--- config.mk ---
export PLATFORM = sky130hd
export DESIGN_NAME = req_index_encoder
export DESIGN_NICKNAME = d
export VERILOG_FILES = /design/src/rtl/req_enc_pkg.sv /design/src/rtl/lsb_index.sv /design/src/rtl/req_index_encoder.sv
export SDC_FILE = /design/constraint.sdc
export NUM_CORES = 1
export LEC_CHECK = 0
export CORE_UTILIZATION = 46
export CTS_CLUSTER_DIAMETER = 150
export DETAILED_ROUTE_END_ITERATION = 16
export PLACE_DENSITY = 0.84
export SKIP_CTS_REPAIR_TIMING = 1
export SYNTH_ARGS = -nofsm -noshare
export SYNTH_HDL_FRONTEND = slang
export SYNTH_SLANG_ARGS = --single-unit
--- constraint.sdc ---
create_clock -name clk -period 1.97 [get_ports clk]
set_clock_uncertainty 0.2 [all_clocks]
set_input_delay 0.2955 -clock clk [delete_from_list [all_inputs] [get_ports clk]]
set_output_delay 0.2955 -clock clk [all_outputs]
set_load 0.03 [all_outputs]
--- src/rtl/req_enc_pkg.sv ---
// Shared types and width helpers for the request-index encoders.
package req_enc_pkg;

    typedef enum logic [0:0] {
        IDLE = 1'b0,
        EMIT = 1'b1
    } enc_state_e;

    localparam int unsigned DefaultWidth = 8;

    // Index width for a request mask of the given width; never below 1 bit.
    function automatic int unsigned idx_w_of(input int unsigned width);
        return (width > 1) ? $clog2(width) : 1;
    endfunction

endpackage

--- src/rtl/lsb_index.sv ---
// Combinational find-first-set: index of the lowest set bit of req_i.
module lsb_index
    import req_enc_pkg::*;
#(
    parameter int unsigned WIDTH = DefaultWidth,
    localparam int unsigned IDX_W = idx_w_of(WIDTH)
) (
    input  logic [WIDTH-1:0] req_i,
    output logic [IDX_W-1:0] idx_o,
    output logic             any_o
);

    // Scan from the top so the lowest set bit is the last one written.
    always_comb begin
        idx_o = '0;
        for (int i = WIDTH - 1; i >= 0; i--) begin
            if (req_i[i]) begin
                idx_o = IDX_W'(i);
            end
        end
    end

    assign any_o = |req_i;

endmodule

--- src/rtl/req_index_encoder.sv ---
// Sequential priority encoder: serialises every set bit of a request mask
// as an index stream, lowest index first, over valid/ready handshakes.
module req_index_encoder
    import req_enc_pkg::*;
#(
    parameter int unsigned WIDTH = DefaultWidth,
    localparam int unsigned IDX_W = idx_w_of(WIDTH)
) (
    input  logic             clk,
    input  logic             rst,
    input  logic             in_valid,
    output logic             in_ready,
    input  logic [WIDTH-1:0] in_req,
    output logic             out_valid,
    input  logic             out_ready,
    output logic [IDX_W-1:0] out_idx,
    output logic             out_last,
    output logic             zero_drop,
    output logic             busy
);

    enc_state_e       state_q, state_d;
    logic [WIDTH-1:0] pend_q, pend_d;
    logic             zero_drop_q, zero_drop_d;
    logic [IDX_W-1:0] ffs_idx;
    logic             pend_any;

    lsb_index #(
        .WIDTH (WIDTH)
    ) u_lsb_index (
        .req_i (pend_q),
        .idx_o (ffs_idx),
        .any_o (pend_any)
    );

    // Stream outputs depend on registers only; in_ready also sees out_ready so
    // a new mask can be taken during the final beat without a bubble.
    always_comb begin
        busy      = (state_q == EMIT);
        out_valid = busy & pend_any;
        out_idx   = busy ? ffs_idx : '0;
        out_last  = busy & ((pend_q & (pend_q - WIDTH'(1))) == '0);
        in_ready  = ~rst & (~busy | (out_ready & out_last));
        zero_drop = zero_drop_q;
    end

    // Next state: retire the emitted bit, then let an accepted mask override.
    always_comb begin
        state_d     = state_q;
        pend_d      = pend_q;
        zero_drop_d = 1'b0;
        if (out_valid && out_ready) begin
            pend_d = pend_q & ~(WIDTH'(1) << out_idx);
            if (out_last) begin
                state_d = IDLE;
            end
        end
        if (in_valid && in_ready) begin
            if (in_req != '0) begin
                pend_d  = in_req;
                state_d = EMIT;
            end else begin
                zero_drop_d = 1'b1;
            end
        end
    end

    // State registers with synchronous reset; reset discards any pending beats.
    always_ff @(posedge clk) begin
        if (rst) begin
            state_q     <= IDLE;
            pend_q      <= '0;
            zero_drop_q <= 1'b0;
        end else begin
            state_q     <= state_d;
            pend_q      <= pend_d;
            zero_drop_q <= zero_drop_d;
        end
    end

endmodule

==> results.tsv, run 1 <==
metric	value	unit
rsz0062_at_grt	yes	
final-hold-violation-count	0	
yosysWarnings	0	
nNetsFinal	134	
grt_first_pass_wirelength	3263	um
overflow	0	
rows	14	
n_fill_cell	88	
ys_seq_elements	10	
drtAntennaViolNets	0	
via_per_inst	5.971	
drive_above_1_share	48.33	%
holdPathStages	2	
grt_max_degree	11	
io_pins	20	
synth_area_leaders	dfxtp_1, o32ai_2, a211oi_1, nand2_1, nand2b_1	
dp.cells	126	
clock-sinks	10	
p_leak	0.4636	nW
startpoint_type	flip-flop	
critPathArrivalTime	1.60	ns
grt-busiest-layer	met2	
hp-class	flip-flop to flip-flop	
reg2reg_depth	7	
fin_cells	136	
worst_ep_required_time	1.47	ns
die_w	41.89	um
synth_largest_area_cell	dfxtp_1	
syn_area	732.0	um^2
grt_pass1_vias	767	
path_max_fanout	4	
worst_hold_slack	0.3494	ns
tns	-0.2199	ns
die_area	0.001755	mm^2
setup_slack	-0.1228	ns
synth_cell_type_count	31	
ctsRootBufferMaster	clkbuf_4	
dp_slack	0.01648	ns
core	0.001489	mm^2
start_util	49.16	%
diodes	0	
power.ir.vdd_worst	0.4358	mV
die_h	41.89	um
cts_tree	built	
yosys.area.top_type_share	27.35	%
routed_wl	2164	um
finalMaxSlewViolations	0	
globalRouteMet2Util	36.56	%
grt.total_usage	24.52	%
synth_commonest_cells	dfxtp_1, nand2_1, o32ai_2	
p_per_area	613.5	mW/mm^2
violations	setup timing	
fin_util	78.91	%
clkTransAtPathRegs	0.06	ns
antenna_found_initial	0	
num_vias	812	
period_minus_slack	2.093	ns
slew_headroom	78.55	%
setup_violations	4	
drt_pre_antenna_iters	4	
synth_edf_count	0	
drc	0	
fmax	0.4778	GHz
clockBufferDepth	2	
hpwl	1516	um
cts_buffers	3	
gr-usage-met1	30.54	%
worst_slew_pin_slew	0.3212	ns
avgSynthCellArea	8.714	um^2
clock_latency	0.27	ns
placed_cell_area	0.001007	mm^2
portBuffers	19	
outcome	finished with violations	
wire_per_inst	15.91	um
drt_iter0_markers	25	
cts_max_level	1	
setup.worst_path.class	flip-flop to output port	
synth_ff_type	dfxtp_1	
area_growth	60.51	%
end_kind	output port	
drv_cap	0	
gp_congestion	0.8954	
min_period_over_period	106.2	%
async_reset_ff_share	0	%
ys_seq_area_share	27.35	%
syn_inst	84	
total_power	0.7207	mW
use_met3	4.348	%
syn_nets	96	
design_area	0.001175	mm^2
[state kept, by name (all words and copies together) (netlist names)]
signal,flops
pend_q,8
busy,1
zero_drop,1
[critical path: stages (launching register included)]
cell and delay (ns):
dfxtp_4 0.36, nor4_4 0.33, buf_4 0.18, o211ai_1 0.12
a31oi_2 0.19, buf_6 0.16
[path summary, 6_finish.rpt]
path,slack (ns),endpoint,start
worst max register to register,-0.01,pend_q[3],pend_q[2]
worst min-delay path,0.35,pend_q[5],pend_q[5]
worst min register to register,0.35,pend_q[5],pend_q[5]
worst max-delay path,-0.12,in_ready,pend_q[2]
[logic make-up (layout without fill, tap and decap cells)]
group,Yosys count,in the layout,synth area share [%]
flops,10,10,27.35
buf+inv,10,46,6.666
compound gates,32,32,38.46
simple gates,32,32,27.52
[cell type report]
| class | count | area, um^2 | area share, % |
|---|---|---|---|
| Multi-Input combinational cell | 64 | 560.5 | 47.71 |
| Timing Repair Buffer | 38 | 336.6 | 28.65 |
| Sequential cell | 10 | 216.5 | 18.42 |
| Clock buffer | 3 | 22.52 | 1.917 |
| Tap cell | 16 | 20.02 | 1.704 |
| Inverter | 5 | 18.77 | 1.597 |
[cell usage in the layout, fill, tap and decap left out, types with 4 or more instances in the layout]
master / count
clkdlybuf4s50_1: 12
o21ai_0: 5
inv_1: 4
nand2_1: 10
buf_4: 21
dfxtp_2: 4
o32ai_2: 7
[power by group]
group	switching, mW	internal [mW]	total (mW)
Combinational	0.173	0.167	0.341
Clock	0.0697	0.0707	0.140
Sequential	0.0221	0.218	0.240
Total	0.265	0.456	0.721
[metal layers]
layer	wire length [um]	vias to the layer above
met2	1075	26
met4	70	0
met5	0	-
met1	928	380
li1	-	399
met3	90	7
No activity file was read; power rests on OpenSTA's default activity.
==> run 2: changes to the inputs <==
Settings changed: PLACE_DENSITY 0.84 to 0.81, SLEW_MARGIN set to 20.
==> results.tsv, run 2 (same netlist as run 1, synthesis figures left out) <==
metric	value	unit	change
via_per_inst	5.925		-0.76%
critPathArrivalTime	1.54	ns	-0.06 ns
clockBufferDepth	2		unchanged
setup_violations	1		-3
grt_max_degree	11		unchanged
core	0.001489	mm^2	unchanged
largest_register_ffs	8		unchanged
overflow	0		unchanged
drive_above_1_share	44.92	%	-3.4 points
dp_slack	0.006670	ns	-0.009808 ns
rsz0062_at_grt	yes		
die_w	41.89	um	unchanged
hp-class	flip-flop to flip-flop		
r2r_start	pend_q[5]		
hpwl	1480	um	-2.4%
drc	0		unchanged
nNetsFinal	132		-1.5%
gp_congestion	0.8686		-3.0%
outcome	finished with violations		
ctsRootBufferMaster	clkbuf_4		
die_area	0.001755	mm^2	unchanged
final_cell_mix	buf_4, clkdlybuf4s50_1, nand2_1		
drt_iter0_markers	12		-52%
grt.total_usage	21.61	%	-2.9 points
worst_slew_pin_slew	0.3261	ns	+0.004833 ns
setup_slack	-0.06846	ns	+0.05438 ns
top_layer_used	met4		
cp_top_family	buffers and inverters		
rr_endpoint	pend_q[1]		
clkTransAtPathRegs	0.06	ns	about the same
cts_buffers	3		unchanged
rows	14		unchanged
end_kind	output port		
finalMaxSlewViolations	0		unchanged
violations	setup timing		
period_minus_slack	2.038	ns	-0.05438 ns
final-hold-violation-count	0		unchanged
tns	-0.06846	ns	+0.1514 ns
antenna_found_initial	0		unchanged
start_util	49.16	%	unchanged
min_period_over_period	103.5	%	-2.8 points
area_growth	55.90	%	
crit_start	pend_q[5]		
wl_met3	88	um	-2.2%
regToRegSetupSlack	0.07	ns	+0.08 ns
portBuffers	19		unchanged
path_buf_inv	2		unchanged
slowest_delay	0.33	ns	-0.03 ns
path_max_fanout	4		unchanged
p_leak	0.4389	nW	-5.3%
wire_per_inst	15.47	um	-2.8%
setup.worst_path.class	flip-flop to output port		
worst_ep_required_time	1.47	ns	about the same
power.ir.vdd_worst	0.4295	mV	-1.4%
reg2reg_depth	7		unchanged
num_vias	794		-2.2%
drv_cap	0		unchanged
diodes	0		unchanged
slew_headroom	78.23	%	-0.32 points
top_register	pend_q		
drtAntennaViolNets	0		unchanged
met2WireLength	1033	um	-3.9%
crit_cells	5		unchanged
clock-sinks	10		unchanged
fmax	0.4906	GHz	+2.7%
drt_pre_antenna_iters	4		unchanged
cp_slowest_cell	dfxtp_2		
cts_max_level	1		unchanged
routed_wl	2073	um	-4.2%
path_cells	nor4_4 -> buf_4 -> o211ai_2 -> a31oi_2 -> buf_6		
total_power	0.7034	mW	-2.4%
p_per_area	616.4	mW/mm^2	+0.49%
grt_pass1_vias	726		-5.3%
cp-endpoint	in_ready		
startpoint_type	flip-flop		
clock_latency	0.25	ns	-0.02 ns
cts_tree	built		
grt_first_pass_wirelength	2939	um	-9.9%
die_h	41.89	um	unchanged
drt-met1-wl	937	um	+0.97%
layout_commonest_cell	buf_4		
io_pins	20		unchanged
run 2: cell type report:
class | count | area [um^2]
multi-input combinational | 64 | 550.5
inverter | 5 | 18.77
tap | 16 | 20.02
sequential | 10 | 210.2
fill | 112 | 347.8
timing repair buffer | 36 | 319.1
clock buffer | 3 | 22.52
run 2: where the power goes:
part	internal (mW)	switching (mW)
Sequential	0.219	0.0246
Combinational	0.161	0.168
Clock	0.0701	0.0608
run 2: metrics by stage:
| stage | hold slack [ns] | utilization [%] | area [um^2] | cells |
|---|---|---|---|---|
| 6_report | 0.4212 | 76.64 | 1141 | 134 |
| 5_1_grt | 0.4451 | 76.64 | 1141 | 134 |
| 4_1_cts | 0.4185 | 68.66 | 1022 | 128 |
| 3_5_place_dp | 0.4014 | 67.14 | 999.7 | 125 |
| 3_3_place_gp | 0.4076 | 67.14 | 999.7 | 125 |
| 2_1_floorplan | 0.2442 | - | 749.5 | 84 |
run 2: worst min-delay path by stage:
stage | slack [ns] | end | cells past startpoint | from
6_report | 0.42 | pend_q[1] | 2 | pend_q[1]
5_1_grt | 0.45 | pend_q[4] | 2 | pend_q[4]
4_1_cts | 0.42 | pend_q[4] | 2 | pend_q[4]
3_5_place_dp | 0.40 | pend_q[4] | 2 | pend_q[4]
3_3_place_gp | 0.41 | pend_q[4] | 2 | pend_q[4]
2_1_floorplan | 0.24 | pend_q[0] | 2 | in_req[0]
run 2: routing by layer:
layer,vias to the layer above,global-route usage [%]
met5,-,0
met4,0,10.97
met3,2,4.348
met2,34,36.56
met1,366,25.61
li1,392,-
run 2: worst reg2reg max path: stages, from the launching register on:
cell	delay (ns)
dfxtp_2	0.33
nor4_4	0.29
buf_4	0.19
o211ai_2	0.10
buf_4	0.16
nand3_2	0.08
nor2b_4	0.29
o32ai_2	0.13
